$ cat config.mk
export PLATFORM = sky130hd
export DESIGN_NAME = fa_pipe_adder
export DESIGN_NICKNAME = d
export VERILOG_FILES = /design/src/rtl/fa_pipe_adder.sv
export SDC_FILE = /design/constraint.sdc
export NUM_CORES = 1
export LEC_CHECK = 0
export BUFFER_PORTS_ARGS = -buffer_cell sky130_fd_sc_hd__buf_2
export CORE_UTILIZATION = 45
export CTS_CLUSTER_DIAMETER = 200
export DETAILED_ROUTE_END_ITERATION = 12
export GPL_TIMING_DRIVEN = 0
export PLACE_DENSITY = 0.66
export REMOVE_ABC_BUFFERS = 1
export SYNTH_ARGS = -nofsm -noshare
export SYNTH_HDL_FRONTEND = slang
export SYNTH_SLANG_ARGS = --single-unit
$ cat constraint.sdc
create_clock -name clk -period 3.6 [get_ports clk]
set_input_delay 0.72 -clock clk [delete_from_list [all_inputs] [get_ports clk]]
set_output_delay 0.72 -clock clk [all_outputs]
set_load 0.1 [all_outputs]
$ cat src/rtl/fa_pipe_adder.sv
// rtl/fa_pipe_adder.sv - pipelined chunked ripple-carry adder/subtractor on a valid/ready stream
module fa_pipe_adder #(
    parameter int WIDTH = 16,
    parameter int CHUNK = 4
) (
    input  logic             clk,
    input  logic             rst,
    input  logic             in_valid,
    output logic             in_ready,
    input  logic [WIDTH-1:0] in_a,
    input  logic [WIDTH-1:0] in_b,
    input  logic             in_cin,
    input  logic             in_sub,
    output logic             out_valid,
    input  logic             out_ready,
    output logic [WIDTH-1:0] out_sum,
    output logic             out_cout,
    output logic             out_ovf
);
    localparam int STAGES = WIDTH / CHUNK;

    if (WIDTH % CHUNK != 0) begin : g_width_check
        $error("fa_pipe_adder: WIDTH must be a multiple of CHUNK");
    end

    logic [STAGES-1:0] v_q;
    logic [STAGES-1:0] c_q;
    logic [WIDTH-1:0]  a_q [STAGES];
    logic [WIDTH-1:0]  b_q [STAGES];
    logic [WIDTH-1:0]  s_q [STAGES];
    logic              ovf_q;

    logic [STAGES-1:0] v_d;
    logic [STAGES-1:0] c_d;
    logic [STAGES-1:0] c_src;
    logic [WIDTH-1:0]  a_src [STAGES];
    logic [WIDTH-1:0]  b_src [STAGES];
    logic [WIDTH-1:0]  s_d   [STAGES];
    logic [CHUNK:0]    chunk [STAGES];
    logic              ovf_d;
    logic              adv;

    // The whole pipe moves as one; a stalled output freezes every stage.
    assign adv      = ~v_q[STAGES-1] | out_ready;
    assign in_ready = adv;

    always_comb begin
        // b is stored already inverted for subtract, so the sub flag only
        // needs to exist at the input to pick b_eff and the initial carry.
        a_src[0] = in_a;
        b_src[0] = in_sub ? ~in_b : in_b;
        c_src[0] = in_sub | in_cin;
        v_d[0]   = in_valid;
        s_d[0]   = '0;
        for (int k = 1; k < STAGES; k++) begin
            a_src[k] = a_q[k-1];
            b_src[k] = b_q[k-1];
            c_src[k] = c_q[k-1];
            v_d[k]   = v_q[k-1];
            s_d[k]   = s_q[k-1];
        end
        for (int k = 0; k < STAGES; k++) begin
            chunk[k] = {1'b0, a_src[k][k*CHUNK +: CHUNK]}
                     + {1'b0, b_src[k][k*CHUNK +: CHUNK]}
                     + {{CHUNK{1'b0}}, c_src[k]};
            s_d[k][k*CHUNK +: CHUNK] = chunk[k][CHUNK-1:0];
            c_d[k] = chunk[k][CHUNK];
        end
        ovf_d = (a_src[STAGES-1][WIDTH-1] == b_src[STAGES-1][WIDTH-1])
              & (s_d[STAGES-1][WIDTH-1] != a_src[STAGES-1][WIDTH-1]);
    end

    always_ff @(posedge clk) begin
        if (rst) begin
            v_q   <= '0;
            c_q   <= '0;
            ovf_q <= 1'b0;
            for (int k = 0; k < STAGES; k++) begin
                a_q[k] <= '0;
                b_q[k] <= '0;
                s_q[k] <= '0;
            end
        end else if (adv) begin
            v_q   <= v_d;
            c_q   <= c_d;
            ovf_q <= ovf_d;
            for (int k = 0; k < STAGES; k++) begin
                a_q[k] <= a_src[k];
                b_q[k] <= b_src[k];
                s_q[k] <= s_d[k];
            end
        end
    end

    assign out_valid = v_q[STAGES-1];
    assign out_sum   = s_q[STAGES-1];
    assign out_cout  = c_q[STAGES-1];
    assign out_ovf   = ovf_q;
endmodule

==> impl_results.md, run 1 <==
* Final hold vios at 0
* Largest fanout on the critical path at 81
* Root buf cell: clkbuf_8
* Fill cell count at ~800
* Setup crit start: out_ready
* Synth top cells by count: 88 x edfxtp_1, 66 x and3_1, 22 x nor2_1, 14 x xnor2_1
* RSZ-0062 raised after global routing: false
* Period minus WS final at between 2000 and 3000 ps
* Crit Reg-Reg Endpoint: s_q[1][6]
* Synth Area in Compound Gates at 0.0384
* Seq/Total Area, Yosys at 0.661
* Gr usage total at 0.152
* Share of the synthesized area in the top cell type at 0.619
* Core area at 9200 sq um
* Reg2Reg Launch Point: v_q[3]
* Yosys reg bits at 97
* Synth Cell Area at roughly 4300 sq um
* CP Cell Sequence: buf_2, nor2b_4, inv_4, buf_2
* Area share of fa/ha/maj cells after synthesis at 0.0726
* # port buffers at 57
* Total CTS buffers at 9
* Slew of the pin with the lowest slew margin at around 700 ps
* Max_slew headroom at 0.535
* Cell with the most instances after synthesis: edfxtp_1
* Fin crit share at 0.754
* Simple-Gate Fraction of Synth Area at 0.152
* Placed inst area at 4640 sq um
* Setup Buffers After CTS at 0
* Vias in the first global route at 2360
* # IOs at just under 60
* Max Freq at 0.368 GHz
* Die ar. at just under 10000 sq um
* Synth unique cells at 31
* Worst setup path endpoint: in_ready
* Worst path bufs/invs at 3
* Post-synth EDFFs at 88
* Final GP Congestion at about 0.73
* # Max-Cap Violations at 0
* Routed length per placed instance at 14.4 microns
* Area of the multi-input gates at 1320 sq um
* # rows at 35
* Clock Latency Late Sink at between 300 and 400 ps
* Post-Place Cells at approximately 460
* Post-route ant nets at 0
* Clk buf depth at 2
* Die height at between 90 and 100 microns
* Pin count of the biggest net entering global routing at between 80 and 90
* Mux contribution to synthesized area at 0.00703
* Global route overflow at 0
* Power Dens Cells at between 400 and 500 nW/um^2
* Util after Layout at 0.522
* Detailed-route via count at between 2000 and 2500
* WP data required at between 2000 and 3000 ps
* Main combinational cell family by area after synthesis: simple AND/OR/NAND/NOR gates
* Die Width at slightly below 100 microns
* Status: finished clean
* Hold Crit Class: register to register
* Layout cells sized above 1 at 0.223
* Post-route setup TNS at 0 ps
* Post-synth top flop: edfxtp_1
* First-pass GRT wire length at around 11 mm
* Area Overhead vs Synth at 12.4%
* Hold-fix buffers, CTS at 0
* Crit path arrival time at around 2000 ps
* Maximum vdd drop at between 0.00015 and 0.0002 V
* Initial DRC Count at between 100 and 150
* Clock-pin transition on the worst setup and hold timing paths at ~80 ps
* Fin cells at between 400 and 500
* WS Path Type: primary input to primary output
* CTS tree: yes
* Via/cell ratio at 5.17
* Residual DRC at 0
* Most used cell along the critical path: buf_2
* Post-synthesis cell count at between 300 and 400
* Reg2Reg Depth at 4
* Leak at around 2.3 nW
* Area contributors post-synth: edfxtp_1 62%, and3_1 9.7%, dfxtp_1 4.2%
* Clock sinks at 97
* Layout Nets at approximately 420
* Post-Place Worst Slack at 784 ps
* Final WS setup at 884 ps
* Final Instance Area at 4800 sq um
* Post-Route WL at 6.85 mm
* Final Slew Violations at 0
* Cts repair resizes at 0
* Cell depth of the worst setup path at 4
* Worst reg2reg setup slack at around 1600 ps
* Clk_skew at ~5.3 ps
* Post-Synth XOR/XNOR Area at 0.0369
* Mapped Avg Cell Area at about 14 sq um
* Setup violations, final at 0
* Slowest-stage cell, CP: buf_2
* Drt first pass iters at 4
* FF/Latch Area at approximately 2800 sq um
* Kind of start point of the critical path: primary input
* Most area-hungry cell type in the Yosys netlist: edfxtp_1
* H-tree depth at 3
* Power, Total at 2.20 mW
* Number of diodes at 0
* Initial Utilization at 0.464
* Initial antenna violation count at 0
* Hpwl dp at 4.05 mm
* Hold_ws at around 460 ps
* Yosys synthesis warning count at 0
* Slowest cell delay on critical path at between 500 and 600 ps
* CP top delay family: buffers and inverters
* Post-synth ARST share at 0
* Worst setup EP type: primary output
power by group:
part	total [mW]	switching [mW]	internal, mW
combinational	0.267	0.172	0.0947
clock	0.603	0.357	0.246
sequential	1.33	0.0209	1.31
total	2.20	0.549	1.65
registers in the layout, summed over array words and instances (netlist names):
signal   flops
v_q          4
out_ovf      1
a_q         24
b_q         24
s_q         40
c_q          4
worst register-to-register path, stage by stage, from the launching register on:
cell and delay, ps:
dfxtp_1 360, nor2b_4 400, inv_4 360, nand2_2 480, nor3_1 130
area by class of cell:
type	count	area share
clock inverter	6	0.00730
tap	111	0.0289
inverter	8	0.00677
timing repair buffer	59	0.0677
multi-input combinational	183	0.275
sequential	97	0.588
clock buffer	10	0.0266
logic make-up after synthesis:
kind of cell | Yosys count
simple gates | 116
flops | 97
buf+inv | 29
compound gates | 26
fa+ha+maj | 20
xor+xnor | 18
mux | 3
routing by layer:
layer  routed length [microns]  track usage  vias up
li1                          -            -     1216
met2                      3380        0.239       52
met3                       257       0.0351       11
met5                         0            0        -
met1                      3100        0.205     1172
met4                       110       0.0622        0
how the worst min path moves through the flow:
stage | start | to | slack, ps | depth (start not counted)
after global placement | v_q[2] | v_q[2] | 440 | 2
final | v_q[0] | v_q[0] | 460 | 2
after floorplan | v_q[0] | v_q[0] | 430 | 2
after CTS | v_q[1] | v_q[1] | 460 | 2
after global routing | v_q[0] | v_q[1] | 480 | 2
after detailed placement | v_q[1] | v_q[1] | 450 | 2
cell usage in the layout (no fill, tap or decap), drive strengths merged, types with 9 or more instances in the layout:
cell type and instances:
a21oi 12, and3 66, buf 59, clkbuf 10
dfxtp 9, edfxtp 88, ha 12, nand2 9
nor2 22, xnor2 14
Note: power is estimated with default switching activity, not from simulation.
==> run 2: changes to the inputs <==
--- a/config.mk
+++ b/config.mk
@@ -5,12 +5,13 @@
 export SDC_FILE = /design/constraint.sdc
 export NUM_CORES = 1
 export LEC_CHECK = 0
+export ABC_AREA = 1
 export BUFFER_PORTS_ARGS = -buffer_cell sky130_fd_sc_hd__buf_2
 export CORE_UTILIZATION = 45
 export CTS_CLUSTER_DIAMETER = 200
 export DETAILED_ROUTE_END_ITERATION = 12
 export GPL_TIMING_DRIVEN = 0
-export PLACE_DENSITY = 0.66
+export PLACE_DENSITY = 0.64
 export REMOVE_ABC_BUFFERS = 1
 export SYNTH_ARGS = -nofsm -noshare
 export SYNTH_HDL_FRONTEND = slang
==> constraint.sdc (replaced) <==
create_clock -name clk -period 2.5 [get_ports clk]
set_input_delay 0.5 -clock clk [delete_from_list [all_inputs] [get_ports clk]]
set_output_delay 0.5 -clock clk [all_outputs]
set_load 0.1 [all_outputs]
==> run 2 against run 1 <==
Wire length decreased by 13%; global-route usage decreased by 1.9 points; hold slack got worse by 120 ps; critical path depth increased by 4; clock skew increased by 8.7 ps; sequential power increased by 44%; die area increased by 2.0%; non-clock buffer count decreased by 1; register-to-register slack got worse by 930 ps; synthesized area increased by 2.1%; total power increased by 60%; via count increased by 0.65%; largest power group unchanged.
==> impl_results.md, run 2 <==
* Post-synth EDFFs at 88 (unchanged)
* Vias in the first global route at 2419 (was 2360)
* Seq/Total Area, Yosys at 0.647 (was 0.661)
* Synth unique cells at 22 (was 31)
* Period minus WS final at between 2000 and 2500 ps
* Power Dens Cells at 708 nW/um^2 (was 458 nW/um^2)
* Grt met3 use at 0.0327 (was 0.0351)
* Mapped Avg Cell Area at 11.3 sq um (was 13.8 sq um)
* Clock sinks at 97 (unchanged)
* H-tree depth at 3 (unchanged)
* Clock group share of total power at 0.340 (was 0.274)
* Yosys reg bits at 97 (unchanged)
* Comb power frac at 0.115 (was 0.121)
* CTS tree: yes (unchanged)
* Residual DRC at 0 (unchanged)
* Worst setup EP type: register (was primary output)
* Initial Utilization at 0.467 (was 0.464)
* First-pass GRT wire length at 10.3 mm (was 11.4 mm)
* RSZ-0062 raised after global routing: false (unchanged)
* # port buffers at 57 (unchanged)
* Most area-hungry cell type in the Yosys netlist: edfxtp_1 (unchanged)
* Switch Pwr at 846 uW (was 549 uW)
* Fin crit share at 0.874
* Internal power at 2.68 mW (was 1.65 mW)
* Cell with the most instances after synthesis: edfxtp_1 (unchanged)
* Crit path arrival time at 2400 ps (was 2000 ps)
* Clock-pin transition on the worst setup and hold timing paths at 90 ps (was 80 ps)
* Initial DRC Count at 135 (was 139)
* M1 GR Usage at 0.156 (was 0.205)
* Post-synthesis cell count at 387 (was 309)
* Final Slew Violations at 0 (unchanged)
* Largest fanout on the critical path at 17 (was 81)
* Synth Cell Area at 4360 sq um (was 4270 sq um)
* Sw frac at 0.240 (was 0.250)
* Global route overflow at 0 (unchanged)
* Leak at 2.28 nW (was 2.29 nW)
* Most common cell after layout, fill and taps aside: edfxtp_1 (unchanged)
* Area contributors post-synth: edfxtp_1 61%, nor2_1 7.4%, inv_1 7.3% (was edfxtp_1 62%, and3_1 9.7%, dfxtp_1 4.2%)
* Maximum vdd drop at 0.000413 V (was 0.000164 V)
* Root buf cell: clkbuf_8 (unchanged)
* Initial antenna violation count at 0 (unchanged)
* Total CTS buffers at 9 (unchanged)
* # rows at 35 (unchanged)
* Top Usage Layer GRT: met2 (unchanged)
* Drt first pass iters at 4 (unchanged)
* Clock Latency Late Sink at 360 ps (was 350 ps)
* Routing usage on met2 at 0.225 (was 0.239)
* Die ar. at 10100 sq um (was 9890 sq um)
* # Max-Cap Violations at 0 (unchanged)
* Final WS setup at 316 ps (was 884 ps)
* Post-Place Cells at 562 (was 458)
* Yosys synthesis warning count at 0 (unchanged)
* WP data required at 2720 ps (was 2880 ps)
* Area of the multi-input gates at 1100 sq um (was 1320 sq um)
* Hold-fix buffers, CTS at 0 (unchanged)
* Via/cell ratio at 4.27 (was 5.17)
* Final hold vios at 0 (unchanged)
* Reg power frac at 0.545 (was 0.604)
* Hold_ws at 340 ps (was 461 ps)
* Clk_skew at 14.0 ps (was 5.28 ps)
* Post-route ant nets at 0 (unchanged)
* Post-route setup TNS at 0 ps (unchanged)
* Slew of the pin with the lowest slew margin at 868 ps (was 697 ps)
* Fill cell count at 811 (was 810)
* Reg with most FFs: s_q (unchanged)
* Max Freq at 0.458 GHz
* Post-Place Worst Slack at -89.2 ps (was 784 ps)
* Clk buf depth at 2 (unchanged)
* Layout Nets at 502 (was 416)
* Post-synth top flop: edfxtp_1 (unchanged)
* Number of flip-flops in the largest register at 40 (unchanged)
* Hpwl dp at 3.79 mm (was 4.05 mm)
* Synth top cells by count: 88 x edfxtp_1, 86 x nor2_1, 85 x inv_1, 25 x nand2_1, 16 x a21oi_1 (was 88 x edfxtp_1, 66 x and3_1, 22 x nor2_1, 14 x xnor2_1)
* Most frequent cells in the layout: 88 x edfxtp_1, 86 x nor2_1, 84 x inv_1, 57 x buf_2, 25 x nand2_1 (was 88 x edfxtp_1, 66 x and3_1, 57 x buf_2, 22 x nor2_1, 14 x xnor2_1)
* Cts repair resizes at 0 (unchanged)
* Gr usage total at 0.133 (was 0.152)
* Post-Route WL at 5.97 mm (was 6.85 mm)
* Final GP Congestion at 0.725 (was 0.727)
* Kind of start point of the critical path: primary input (unchanged)
* Hold Crit Class: primary input to register (was register to register)
* FF/Latch Area at 2820 sq um (unchanged)
* # IOs at 58 (unchanged)
* Number of diodes at 0 (unchanged)
* Setup violations, final at 0 (unchanged)
* Power, Total at 3.52 mW (was 2.20 mW)
* Die height at 100 microns (was 99.4 microns)
* Setup Buffers After CTS at 0 (unchanged)
* Fin cells at 578 (was 474)
* Routed length per placed instance at 10.3 microns (was 14.4 microns)
* Detailed-route via count at 2467 (was 2451)
* Share of the synthesized area in the top cell type at 0.606 (was 0.619)
* Pin count of the biggest net entering global routing at 87 (was 82)
* Regs by FF count: s_q (40), a_q (24), b_q (24) (unchanged)
* Layout cells sized above 1 at 0.178 (was 0.223)
* Area Overhead vs Synth at 14.1% (was 12.4%)
* Post-synth ARST share at 0 (unchanged)
* Die Width at 100 microns (was 99.4 microns)
* WS Path Type: primary input to register (was primary input to primary output)
* Max_slew headroom at 0.422 (was 0.535)
* Core area at 9330 sq um (was 9200 sq um)
* Status: finished clean (unchanged)
==> run 2: cell types whose count changed after synthesis, sizes merged, moves of 3 or more <==
cell and change:
and3 -66, clkbuf -12, a21oi +4, nand3 +7
inv +80, buf +3, nor2b -5, a21o -6
mux2i -3, or3 -3, nor2 +65, nand2 +18
==> run 2: worst max-delay path, cell delays in order <==
cell and delay, ps:
buf_2 400, xor2_1 160, fa_1 460, fa_1 420
nand2_1 70, nand2_1 50, a21oi_1 230, o21ai_1 90
==> run 2: through the flow <==
step / util / cell area, sq um
2_1_floorplan: - / 4250
3_3_place_gp: 0.504 / 4700
3_5_place_dp: 0.507 / 4730
4_1_cts: 0.533 / 4970
5_1_grt: 0.533 / 4970
6_report: 0.533 / 4970
==> run 2: path summary, 6_finish.rpt <==
check / slack [ps] / end / cells past startpoint / startpoint
worst max-delay path: 320 / c_q[0] / 8 / in_sub
worst min-delay path: 340 / v_q[3] / 2 / rst
worst max register to register: 670 / s_q[2][10] / 5 / v_q[3]
worst min register to register: 460 / v_q[3] / 2 / v_q[2]
==> run 2: cells by family after synthesis <==
group / Yosys count / share of synthesized area
AOI/OAI and AO/OA: 25 / 0.0298
xor gates and xnor gates: 16 / 0.0321
adders and majority gates: 20 / 0.0712
buffers and inverters: 100 / 0.101
DFF: 97 / 0.647
and+or+nand+nor: 129 / 0.119
==> run 2: cell type report <==
class	instances	share of cell area
Sequential cell	97	0.567
Tap cell	129	0.0324
Inverter	88	0.0669
Multi-Input combinational cell	190	0.222
Clock buffer	9	0.0249
Timing Repair Buffer	58	0.0629
Clock inverter	7	0.0236
==> run 2: layer usage <==
metal | routed length (microns) | share of wire
met1 | 2770 | 0.46
met2 | 2830 | 0.47
met3 | 248 | 0.042
met4 | 113 | 0.019
met5 | 0 | 0
==> run 2: power groups by stage <==
stage	logic, mW	clock network (mW)	registers [mW]
2_1_floorplan	0.199	0	2.07
4_1_cts	0.412	1.22	1.92
3_5_place_dp	0.410	0	1.96
5_1_grt	0.459	1.28	1.93
3_3_place_gp	0.399	0	1.95
6_report	0.406	1.20	1.92
==> run 3: changes to the inputs <==
--- a/config.mk
+++ b/config.mk
@@ -5,7 +5,7 @@
 export SDC_FILE = /design/constraint.sdc
 export NUM_CORES = 1
 export LEC_CHECK = 0
-export ABC_AREA = 1
+export ABC_AREA = 0
 export BUFFER_PORTS_ARGS = -buffer_cell sky130_fd_sc_hd__buf_2
 export CORE_UTILIZATION = 45
 export CTS_CLUSTER_DIAMETER = 200
==> run 3 against run 2 <==
Wire length up 14%; sequential power is essentially flat; clock skew down 6.6 ps; total power shrank 7.2%; count of clock-buffer cells in the layout is 4 higher; register-to-register slack got worse by 40 ps; clock power is 19% lower; critical path type is now register to primary output.
==> impl_results.md, run 3 (synthesized netlist as in run 1, its figures left out) <==
* Grt met3 use at 0.0302 (was 0.0327)
* Vias in the first global route at 2374 (was 2419)
* Worst setup EP type: primary output (was register)
* Clock sinks at 97 (unchanged)
* FF/Latch Area at 2820 sq um (unchanged)
* Via/cell ratio at 5.27 (was 4.27)
* Initial Utilization at 0.464 (was 0.467)
* # Max-Cap Violations at 0 (unchanged)
* Post-Route WL at 6.80 mm (was 5.97 mm)
* Slew of the pin with the lowest slew margin at 509 ps (was 868 ps)
* Kind of start point of the critical path: register (was primary input)
* Final Slew Violations at 0 (unchanged)
* Reg with most FFs: s_q (unchanged)
* Die ar. at 9890 sq um (was 10100 sq um)
* Hpwl dp at 3.99 mm (was 3.79 mm)
* Pin count of the biggest net entering global routing at 82 (was 87)
* Crit path arrival time at 1770 ps (was 2400 ps)
* Period minus WS final at 2270 ps (was 2180 ps)
* Setup Buffers After CTS at 0 (unchanged)
* Global route overflow at 0 (unchanged)
* Power Dens Cells at 676 nW/um^2 (was 708 nW/um^2)
* Area Overhead vs Synth at 13.1% (was 14.1%)
* Worst path bufs/invs at 2 (was 1)
* Clock Latency Late Sink at 350 ps (was 360 ps)
* Drt first pass iters at 4 (unchanged)
* Hold_ws at 383 ps (was 340 ps)
* Post-Place Worst Slack at -49.0 ps (was -89.2 ps)
* # port buffers at 57 (unchanged)
* Area of the multi-input gates at 1320 sq um (was 1100 sq um)
* Die height at 99.4 microns (was 100 microns)
* Die Width at 99.4 microns (was 100 microns)
* Final WS setup at 229 ps (was 316 ps)
* Total CTS buffers at 9 (unchanged)
* Post-route ant nets at 0 (unchanged)
* Slowest cell delay on critical path at 520 ps (was 460 ps)
* Most frequent cells in the layout: 88 x edfxtp_1, 66 x and3_1, 57 x buf_2, 22 x nor2_1, 14 x xnor2_1 (was 88 x edfxtp_1, 86 x nor2_1, 84 x inv_1, 57 x buf_2, 25 x nand2_1)
* Initial antenna violation count at 0 (unchanged)
* Regs by FF count: s_q (40), a_q (24), b_q (24) (unchanged)
* Residual DRC at 0 (unchanged)
* Fin crit share at 0.908 (was 0.874)
* Max Freq at 0.440 GHz (was 0.458 GHz)
* WS Path Type: register to primary output (was primary input to register)
* First-pass GRT wire length at 11.5 mm (was 10.3 mm)
* Final hold vios at 0 (unchanged)
* Power, Total at 3.27 mW (was 3.52 mW)
* Max_slew headroom at 0.661 (was 0.422)
* Number of flip-flops in the largest register at 40 (unchanged)
* Routed length per placed instance at 14.4 microns (was 10.3 microns)
* Number of diodes at 0 (unchanged)
* CP top delay family: buffers and inverters (was adder cells)
* CTS tree: yes (unchanged)
* Clock-pin transition on the worst setup and hold timing paths at 80 ps (was 90 ps)
* Initial DRC Count at 151 (was 135)
* H-tree depth at 3 (unchanged)
* Detailed-route via count at 2497 (was 2467)
* CP Cell Sequence: nor2b_4, inv_6, buf_2 (was buf_2, xor2_1, fa_1, fa_1, nand2_1, nand2_1, a21oi_1, o21ai_1)
* Util after Layout at 0.525 (was 0.533)
* RSZ-0062 raised after global routing: false (unchanged)
* Gr usage total at 0.153 (was 0.133)
* Clk buf depth at 2 (unchanged)
* Setup violations, final at 0 (unchanged)
* Root buf cell: clkbuf_8 (unchanged)
* M1 GR Usage at 0.199 (was 0.156)
* # IOs at 58 (unchanged)
* Maximum vdd drop at 0.000240 V (was 0.000413 V)
* Hold Crit Class: primary input to register (unchanged)
* Top Usage Layer GRT: met2 (unchanged)
* Fill cell count at 835 (was 811)
* WP data required at 2000 ps (was 2720 ps)
* Layout Nets at 416 (was 502)
* Most common cell after layout, fill and taps aside: edfxtp_1 (unchanged)
* Final GP Congestion at 0.712 (was 0.725)
* Clk_skew at 7.35 ps (was 14.0 ps)
* Slowest-stage cell, CP: buf_2 (was fa_1)
* Leak at 2.30 nW (was 2.28 nW)
* Layout cells sized above 1 at 0.215 (was 0.178)
* Status: finished clean (unchanged)
* Largest fanout on the critical path at 81 (was 17)
* # rows at 35 (unchanged)
* Routing usage on met2 at 0.244 (was 0.225)
* Core area at 9200 sq um (was 9330 sq um)
## run 3: cell count changes in the layout (fill, tap and decap cells not counted), sizes merged, moves of 3 or more
cell,previous run,this run
inv,89,8
and3,0,66
nor2,87,22
nand2,27,9
nand3,13,6
a21o,0,6
nor2b,0,5
a21oi,16,12
clkbuf,9,13
mux2i,0,3
or3,0,3
## run 3: stage by stage
step,cells,area (sq um),setup TNS [ps]
after floorplan,288,4170,-117630
after global placement,456,4590,-323760
after detailed placement,458,4650,-49.0
after CTS,474,4830,0
after global routing,474,4830,0
final,474,4830,0
## run 3: path summary, 6_finish.rpt
check	start	to	slack, ps	cells after the start
worst max-delay path	v_q[3]	in_ready	230	3
worst min-delay path	in_valid	v_q[0]	380	3
worst max register to register	v_q[3]	s_q[1][6]	630	4
worst min register to register	v_q[2]	v_q[2]	460	2
## run 3: power by group
group / internal (mW) / total (mW) / switching [mW]
Clock: 0.464 / 0.974 / 0.511
Sequential: 1.88 / 1.91 / 0.0296
Combinational: 0.136 / 0.381 / 0.245
Total: 2.48 / 3.27 / 0.786
## run 3: tightest hold or removal path, stage by stage
cell,delay (ps)
buf_2,90
nand2_1,50
a21oi_1,50
## run 3: final cells by class
type / count / share of cell area
tap: 111 / 0.0287
multi-input combinational: 183 / 0.273
inverter: 8 / 0.00725
timing repair buffer: 59 / 0.0689
clock inverter: 3 / 0.00881
sequential: 97 / 0.584
clock buffer: 13 / 0.0287
## run 3: per-layer routing
| layer | up-vias | wire length [microns] |
|---|---|---|
| met5 | - | 0 |
| met4 | 0 | 176 |
| met3 | 15 | 226 |
| met2 | 53 | 3320 |
| met1 | 1206 | 3080 |
| li1 | 1223 | - |
## run 3: repair_timing
action                                  CTS  global route
hold buffers                              0             0
endpoints found under the setup margin    0             1
gates resized for setup                   0             1
